===== src/rtl/ip_codma_task_queue.sv =====
// Descriptor FIFO and launcher for ip_codma_top: queues task/status pointer pairs
// and issues them one at a time over the CoDMA start/busy handshake.
module ip_codma_task_queue #(
  parameter int DEPTH         = 4,
  parameter int PTR_W         = 32,
  parameter int START_TIMEOUT = 16,
  parameter int CNT_W         = 8
) (
  input  logic                       clk_i,
  input  logic                       reset_i,
  input  logic                       push_valid_i,
  output logic                       push_ready_o,
  input  logic [PTR_W-1:0]           push_task_ptr_i,
  input  logic [PTR_W-1:0]           push_status_ptr_i,
  input  logic                       flush_i,
  input  logic                       err_clr_i,
  output logic                       start_o,
  output logic                       stop_o,
  output logic [PTR_W-1:0]           task_pointer_o,
  output logic [PTR_W-1:0]           status_pointer_o,
  input  logic                       busy_i,
  output logic [$clog2(DEPTH+1)-1:0] level_o,
  output logic [CNT_W-1:0]           done_count_o,
  output logic                       idle_o,
  output logic                       timeout_err_o
);

  localparam int AW    = $clog2(DEPTH);
  localparam int LVL_W = $clog2(DEPTH+1);
  localparam int TO_W  = $clog2(START_TIMEOUT+1);

  typedef enum logic [1:0] {IDLE, LAUNCH, RUN, GAP} state_t;

  state_t            state_q, state_n;
  logic [PTR_W-1:0]  task_mem   [DEPTH];
  logic [PTR_W-1:0]  status_mem [DEPTH];
  logic [AW-1:0]     wr_ptr_q, wr_ptr_n, rd_ptr_q, rd_ptr_n;
  logic [LVL_W-1:0]  level_q, level_n;
  logic [TO_W-1:0]   tcnt_q, tcnt_n;
  logic [CNT_W-1:0]  done_q, done_n;
  logic [PTR_W-1:0]  tptr_q, tptr_n, sptr_q, sptr_n;
  logic              start_q, start_n, stop_q, stop_n;
  logic              err_q, err_n, err_set;
  logic              aborted_q, aborted_n;
  logic              idle_q, idle_n;
  logic              full, empty, push_fire, pop;

  assign full         = (level_q == LVL_W'(DEPTH));
  assign empty        = (level_q == '0);
  // No bypass: a full queue refuses the push even if it pops on the same edge.
  assign push_ready_o = !reset_i && !full && !flush_i;
  assign push_fire    = push_valid_i && push_ready_o;
  assign pop          = (state_q == IDLE) && !empty && !busy_i && !flush_i;

  always_comb begin
    state_n   = state_q;
    start_n   = start_q;
    stop_n    = 1'b0;
    tptr_n    = tptr_q;
    sptr_n    = sptr_q;
    tcnt_n    = tcnt_q;
    done_n    = done_q;
    aborted_n = aborted_q;
    err_set   = 1'b0;
    case (state_q)
      IDLE: begin
        if (pop) begin
          state_n   = LAUNCH;
          start_n   = 1'b1;
          tptr_n    = task_mem[rd_ptr_q];
          sptr_n    = status_mem[rd_ptr_q];
          tcnt_n    = '0;
          aborted_n = 1'b0;
        end
      end
      LAUNCH: begin
        if (flush_i) begin
          start_n = 1'b0;
          state_n = GAP;
        end else if (busy_i) begin
          start_n = 1'b0;
          state_n = RUN;
          tcnt_n  = '0;
        end else if (tcnt_q == TO_W'(START_TIMEOUT - 1)) begin
          start_n = 1'b0;
          state_n = GAP;
          err_set = 1'b1;
        end else begin
          tcnt_n = tcnt_q + TO_W'(1);
        end
      end
      RUN: begin
        if (!busy_i) begin
          state_n = GAP;
          if (!aborted_q) done_n = done_q + CNT_W'(1);
        end else if (flush_i && !aborted_q) begin
          // One stop pulse per aborted task, even with flush held.
          stop_n    = 1'b1;
          aborted_n = 1'b1;
        end
      end
      default: begin
        state_n   = IDLE;
        aborted_n = 1'b0;
      end
    endcase

    err_n = err_set ? 1'b1 : (err_clr_i ? 1'b0 : err_q);

    wr_ptr_n = push_fire ? wr_ptr_q + AW'(1) : wr_ptr_q;
    if (flush_i) begin
      rd_ptr_n = wr_ptr_q;
      level_n  = '0;
    end else begin
      rd_ptr_n = pop ? rd_ptr_q + AW'(1) : rd_ptr_q;
      level_n  = level_q;
      if (push_fire && !pop) level_n = level_q + LVL_W'(1);
      else if (!push_fire && pop) level_n = level_q - LVL_W'(1);
    end

    idle_n = (state_n == IDLE) && (level_n == '0);
  end

  always_ff @(posedge clk_i or posedge reset_i) begin
    if (reset_i) begin
      state_q   <= IDLE;
      wr_ptr_q  <= '0;
      rd_ptr_q  <= '0;
      level_q   <= '0;
      tcnt_q    <= '0;
      done_q    <= '0;
      tptr_q    <= '0;
      sptr_q    <= '0;
      start_q   <= 1'b0;
      stop_q    <= 1'b0;
      err_q     <= 1'b0;
      aborted_q <= 1'b0;
      idle_q    <= 1'b1;
    end else begin
      state_q   <= state_n;
      wr_ptr_q  <= wr_ptr_n;
      rd_ptr_q  <= rd_ptr_n;
      level_q   <= level_n;
      tcnt_q    <= tcnt_n;
      done_q    <= done_n;
      tptr_q    <= tptr_n;
      sptr_q    <= sptr_n;
      start_q   <= start_n;
      stop_q    <= stop_n;
      err_q     <= err_n;
      aborted_q <= aborted_n;
      idle_q    <= idle_n;
    end
  end

  always_ff @(posedge clk_i) begin
    if (push_fire) begin
      task_mem[wr_ptr_q]   <= push_task_ptr_i;
      status_mem[wr_ptr_q] <= push_status_ptr_i;
    end
  end

  assign start_o          = start_q;
  assign stop_o           = stop_q;
  assign task_pointer_o   = tptr_q;
  assign status_pointer_o = sptr_q;
  assign level_o          = level_q;
  assign done_count_o     = done_q;
  assign idle_o           = idle_q;
  assign timeout_err_o    = err_q;

endmodule

===== config.mk =====
export PLATFORM = sky130hd
export DESIGN_NAME = ip_codma_task_queue
export DESIGN_NICKNAME = d
export VERILOG_FILES = /design/src/rtl/ip_codma_task_queue.sv
export SDC_FILE = /design/constraint.sdc
export NUM_CORES = 1
export LEC_CHECK = 0
export CAP_MARGIN = 20
export CORE_MARGIN = 2
export CORE_UTILIZATION = 35
export CTS_BUF_LIST = sky130_fd_sc_hd__clkbuf_2
export DETAILED_ROUTE_END_ITERATION = 10
export PLACE_DENSITY_LB_ADDON = 0.15
export REMOVE_ABC_BUFFERS = 1
export SYNTH_ARGS = -nofsm -noshare
export SYNTH_HDL_FRONTEND = slang
export SYNTH_SLANG_ARGS = --single-unit

===== constraint.sdc =====
create_clock -name clk_i -period 3.2 [get_ports clk_i]
set_input_delay 0.64 -clock clk_i [delete_from_list [all_inputs] [get_ports clk_i]]
set_output_delay 0.64 -clock clk_i [all_outputs]
set_load 0.01 [all_outputs]

==> results of run 1 <==
[metrics by stage]
stage / instances / area, µm² / hold WS (ns) / total power [W] / utilization, %
global placement: 1220 / 15300 / 0.460 / 0.00979 / 41.9
detailed placement: 1220 / 15300 / 0.469 / 0.00985 / 41.9
floorplan: 585 / 12900 / 0.450 / 0.00813 / -
global route: 1397 / 16200 / 0.126 / 0.0136 / 44.3
finish: 1398 / 16200 / 0.175 / 0.0128 / 44.3
CTS: 1395 / 16200 / 0.0587 / 0.0131 / 44.3
[what timing repair did]
item | in CTS | in global routing
setup endpoints to repair | 1 | 0
hold endpoints to repair | 0 | 0
gates resized for setup | 2 | 0
setup buffers | 1 | 0
[area by class of cell]
cell class                 count  area (µm²)  share of cell area (%)
clock buffer                 140         701                    4.32
inverter                       9        36.3                   0.224
clock inverter                34         195                    1.20
timing repair buffer         168        1780                    11.0
multi-input combinational    229        2950                    18.2
tap                          468         586                    3.61
antenna                        3        7.51                  0.0462
sequential                   347        9970                    61.4
[state kept, by name, indices dropped and copies added (netlist names)]
signal / flops
rd_ptr_q: 2
timeout_err_o: 1
stop_o: 1
task_mem: 128
state_q: 2
aborted_q: 1
idle_o: 1
done_count_o: 8
wr_ptr_q: 2
tcnt_q: 5
level_o: 3
task_pointer_o: 32
start_o: 1
status_mem: 128
status_pointer_o: 32
[cells in the final DEF (no fill, tap or decap), types with 10 or more instances in the layout]
| master | count |
|---|---|
| edfxtp_1 | 256 |
| clkdlybuf4s50_1 | 148 |
| clkbuf_2 | 140 |
| dfrtp_1 | 87 |
| mux2_2 | 65 |
| mux4_2 | 64 |
| clkinv_1 | 21 |
| nand2_1 | 19 |
| buf_12 | 12 |
| ha_1 | 10 |
[power by group]
part           switching [W]  internal [W]
Clock                0.00180       0.00134
Combinational        0.00135       0.00214
Sequential          0.000630       0.00554
Total                0.00378       0.00901
[kinds of logic (layout without fill, tap and decap cells)]
family | count (synthesis) | in the layout | share of synthesized area [%]
AND/OR/NAND/NOR | 53 | 53 | 2.40
XOR/XNOR | 13 | 13 | 0.873
other | 0 | 3 | 0
AO/OA/AOI/OAI | 20 | 20 | 1.17
buffers and inverters | 34 | 351 | 1.16
flip-flops | 347 | 347 | 76.4
adder cells (fa/ha/maj) | 11 | 11 | 1.04
multiplexers | 132 | 132 | 16.9
[layer usage]
metal / up-vias / part of all wire (%) / GRT usage [%]
met5: - / 0.053 / 0
met4: 2 / 1.8 / 6.15
met3: 43 / 7.0 / 5.19
met2: 209 / 48 / 24.1
met1: 3473 / 43 / 18.5
li1: 3007 / - / -
[worst max-delay path by stage]
stage / start / endpoint / cells past startpoint
3_5_place_dp: busy_i / task_pointer_o[16]$_DFFE_PP0P_ / 5
4_1_cts: level_o[1]$_DFF_PP0_ / push_ready_o / 4
2_1_floorplan: busy_i / idle_o$_DFF_PP1_ / 5
3_3_place_gp: busy_i / idle_o$_DFF_PP1_ / 6
5_1_grt: level_o[1]$_DFF_PP0_ / push_ready_o / 4
6_report: level_o[1]$_DFF_PP0_ / push_ready_o / 4
==> results.toml, run 1 <==
[run_status]
status = "completed"

[sta]
fmax_ghz = 0.346
final.period_utilization_pct = 90.3
hold_viol = 0
max_slew_margin_pct = 57.8
setup_violations = 0
setup_ws_ns = 0.309
worst_slew_pin_slew_ns = 0.633
rsz0062_at_grt = "no"
fin_setup_tns_ns = 0
skew_ns = 0.0836
slew_violations = 0
post-route-min-period_ns = 2.89

[layout]
syn_to_final_growth_pct = 24.5
drive_above_1_share_pct = 34.2
nets = 928
nFillCells = 3268

[logic_synthesis]
yosysMostFrequentCell = "edfxtp_1"
yosysTopAreaCell = "edfxtp_1"
synth_top_area_share_pct = 58.9
syn_area_um2 = 13000
avgSynthCellArea_um2 = 21.4
ys_seq_elements = 347
ys_types = 44
seq_area_frac_synth_pct = 76.4
synth-edff-count = 256
yosys_warnings = 0
synthTopCellsByCount = "edfxtp_1, dfrtp_1, mux2_2"
synth.area.top_cells = "edfxtp_1, dfrtp_1, mux4_2"
ys.flop_type = "edfxtp_1"
async_reset_ff_share_pct = 26.2
netlist_instances = 610

[die]
initial_utilization_pct = 35.6
fp.dieH_um = 197
coreArea_um2 = 36600
ios = 150
die_w_um = 197
num_rows = 70
die_area_um2 = 38800

[setup_path]
reg2reg_from = "level_o[1]$_DFF_PP0_"
critical_path_class = "reg -> out"
crit_arrival_ns = 2.25
reg2reg_slack_ns = 0.71
cp_data_required_time_ns = 2.56
max_stage_delay_ns = 0.43
crit_path_cell_trace = "inv_1 -> ha_1 -> a211oi_4 -> dlygate4sd2_1"
critPathLaunchType = "flip-flop"
cpMaxStageDelayCell = "dfrtp_2"
critPathBufInv = 2
crit_path_max_fanout = 5
rr_worst_depth = 7
crit_family = "flip-flops"
r2r-end = "idle_o$_DFF_PP1_"
worstSetupEndpointType = "output port"

[drt]
drt-initial-drc-count = 352
avgRoutedWirePerCell_um = 20.1
ant_nets = 0
first_pass_iters = 5
routed_wirelength_um = 28100
drt-vias-per-instance = 4.82
vias = 6734
drc = 0

[placed_design]
dp_hpwl_um = 16500
pre_cts_ws_ns = 0.325
place_congestion = 0.798
portBuffers = 149

[clocking]
clockRootBuffer = "clkbuf_2"
clkLatencyLatePin_ns = 0.93
cts_tree = "built"
clockBufferDepth = 3
clock-sinks = 347
cts_hold_buf = 0
numCtsBuffers = 93
clk_pin_slew_worst_paths_ns = 0.11
h-tree-depth = 3

[pwr]
powerDensity_nw_per_um2 = 788
ir_worst_vdd_mv = 0.346
p_leak_nw = 5.82

[grt]
grt_max_degree = 65
antenna_found_initial = 2
grt_pass1_vias = 7615
grt_first_pass_wirelength_um = 43400
grt-ovfl-total = 0
track_usage_pct = 15.0

[hold_path]
hold_class = "in -> async"

[job]
drv_cap = 0
Note: power is estimated with default switching activity, not from simulation.
==> inputs of run 2 (changes only) <==
--- a/config.mk
+++ b/config.mk
@@ -10,6 +10,7 @@
 export CORE_UTILIZATION = 35
 export CTS_BUF_LIST = sky130_fd_sc_hd__clkbuf_2
 export DETAILED_ROUTE_END_ITERATION = 10
+export DONT_BUFFER_PORTS = 1
 export PLACE_DENSITY_LB_ADDON = 0.15
 export REMOVE_ABC_BUFFERS = 1
 export SYNTH_ARGS = -nofsm -noshare
==> run 2 against run 1 <==
Compared with the run above:
- setup slack got worse by 0.037 ns
- clock power decreased by 1%
- first-iteration DRC count decreased by 28%
- register-to-register slack got worse by 0.14 ns
- worst hold slack got worse by 0.010 ns
- utilization decreased by 2.4 points
- fmax decreased by 1.3%
- sequential share of layout area increased by 3.5 points
- non-clock buffer count decreased by 82
- largest cell class unchanged
==> results.toml, run 2 (same netlist as run 1, synthesis figures left out) <==
[setup_path]
cp_data_required_time_ns = 2.56
crit_path_cell_trace = "inv_1 -> ha_1 -> a211oi_4"
crit_family = "compound AO/OA/AOI/OAI gates"
worstSetupEndpointType = "output port"
endpoint = "push_ready_o"
rr_worst_depth = 7
r2r-end = "idle_o$_DFF_PP1_"
critPathLaunchType = "flip-flop"
reg2reg_from = "level_o[0]$_DFF_PP0_"
crit_arrival_ns = 2.29
path_depth = 3
reg2reg_slack_ns = 0.57
crit_path_max_fanout = 9
critPathBufInv = 1
cpMaxStageDelayCell = "a211oi_4"
max_stage_delay_ns = 0.51
crit_path_start = "level_o[0]$_DFF_PP0_"
critical_path_class = "reg -> out"

[drt]
ant_nets = 0
routed_wirelength_um = 27400
drt-initial-drc-count = 254
drt-vias-per-instance = 4.89
first_pass_iters = 5
drc = 0
avgRoutedWirePerCell_um = 20.9
vias = 6417

[sta]
worst_slew_pin_slew_ns = 0.655
slew_violations = 0
skew_ns = 0.0474
post-route-min-period_ns = 2.93
final.period_utilization_pct = 91.5
max_slew_margin_pct = 56.2
setup_violations = 0
fmax_ghz = 0.341
hold_viol = 0
rsz0062_at_grt = "no"

[layout]
drive_above_1_share_pct = 37.1
largestRegisters = "status_mem: 128 flops, task_mem: 128 flops"
nets = 844
syn_to_final_growth_pct = 17.7
nFillCells = 3326
final_cell_mix = "edfxtp_1, clkbuf_2, dfrtp_1, dlygate4sd3_1, mux2_2"
final_common_cell = "edfxtp_1"
final_cell_area_um2 = 15400

[clocking]
clockBufferDepth = 3
clk_pin_slew_worst_paths_ns = 0.10
h-tree-depth = 3
cts_tree = "built"
numCtsBuffers = 91
clock-sinks = 347
clkLatencyLatePin_ns = 0.92
ctsResizeCount = 0
clockRootBuffer = "clkbuf_2"

[hold_path]
hold_start = "busy_i"
hold_depth = 4
hold_class = "in -> reg"

[grt]
grt-ovfl-total = 0
grt_first_pass_wirelength_um = 42300
antenna_found_initial = 4
track_usage_pct = 14.7
grt_max_degree = 72
grt_pass1_vias = 7195

[die]
initial_utilization_pct = 35.6
fp.dieH_um = 197
ios = 150
die_w_um = 197
num_rows = 70
die_area_um2 = 38800
coreArea_um2 = 36600

[run_status]
status = "completed"

[pwr]
power_w = 0.0119
p_leak_nw = 5.51
powerDensity_nw_per_um2 = 776
ir_worst_vdd_mv = 0.353

[placed_design]
place_congestion = 0.818
dp_hpwl_um = 15100
portBuffers = 0
post_dp_cell_area_um2 = 13700

[job]
drv_cap = 0
## run 2: metal layers
| layer | global-route usage (%) | wire length [µm] |
|---|---|---|
| met5 | 0 | 0 |
| met4 | 6.07 | 476 |
| met3 | 6.20 | 2240 |
| met2 | 23.8 | 13500 |
| met1 | 17.3 | 11200 |
## run 2: repair_timing
item | in CTS | in global routing
setup endpoints to repair | 0 | 0
setup buffers | 0 | 0
endpoints found under the hold margin | 348 | 2
hold buffers | 71 | 1
## run 2: final cells by class
type | count | area (µm²) | share of cell area (%)
diodes | 4 | 10.0 | 0.0652
clock buffers | 145 | 726 | 4.73
clock inverters | 24 | 148 | 0.962
inverters | 9 | 36.3 | 0.236
multi-input cells | 229 | 2950 | 19.2
flip-flops and latches | 347 | 9970 | 65.0
well taps | 468 | 586 | 3.81
repair buffers | 86 | 921 | 6.00
## run 2: how the worst min path moves through the flow
| stage | endpoint | slack [ns] |
|---|---|---|
| final | start_o$_DFFE_PP0P_ | 0.16 |
| after global routing | start_o$_DFFE_PP0P_ | 0.02 |
| after CTS | idle_o$_DFF_PP1_ | 0.001 |
| after detailed placement | tcnt_q[4]$_DFFE_PP0P_ | 0.51 |
| after global placement | tcnt_q[4]$_DFFE_PP0P_ | 0.46 |
| after floorplan | tcnt_q[4]$_DFFE_PP0P_ | 0.45 |
## run 2: worst min-delay path, delay by kind of cell
family	cells	cell delay, ns
simple gates	3	0.23
buf+inv	1	0.15
## run 2: stage by stage
step                      std cells  utilization, %  TNS [ns]  setup WS [ns]  hold slack (ns)
after floorplan                 585               -    -85.49          -1.44            0.450
after global placement         1066            37.5         0          0.726            0.463
after detailed placement       1066            37.5         0          0.596            0.508
after CTS                      1306            41.8         0          0.122          0.00137
after global routing           1312            41.9         0         0.0307           0.0207
final                          1312            41.9         0          0.272            0.164
## run 2: power by group
part | internal (W) | total [W] | switching, W
clock | 0.00135 | 0.00310 | 0.00175
combinational | 0.00137 | 0.00236 | 0.000994
sequential | 0.00554 | 0.00644 | 0.000904
total | 0.00827 | 0.0119 | 0.00365
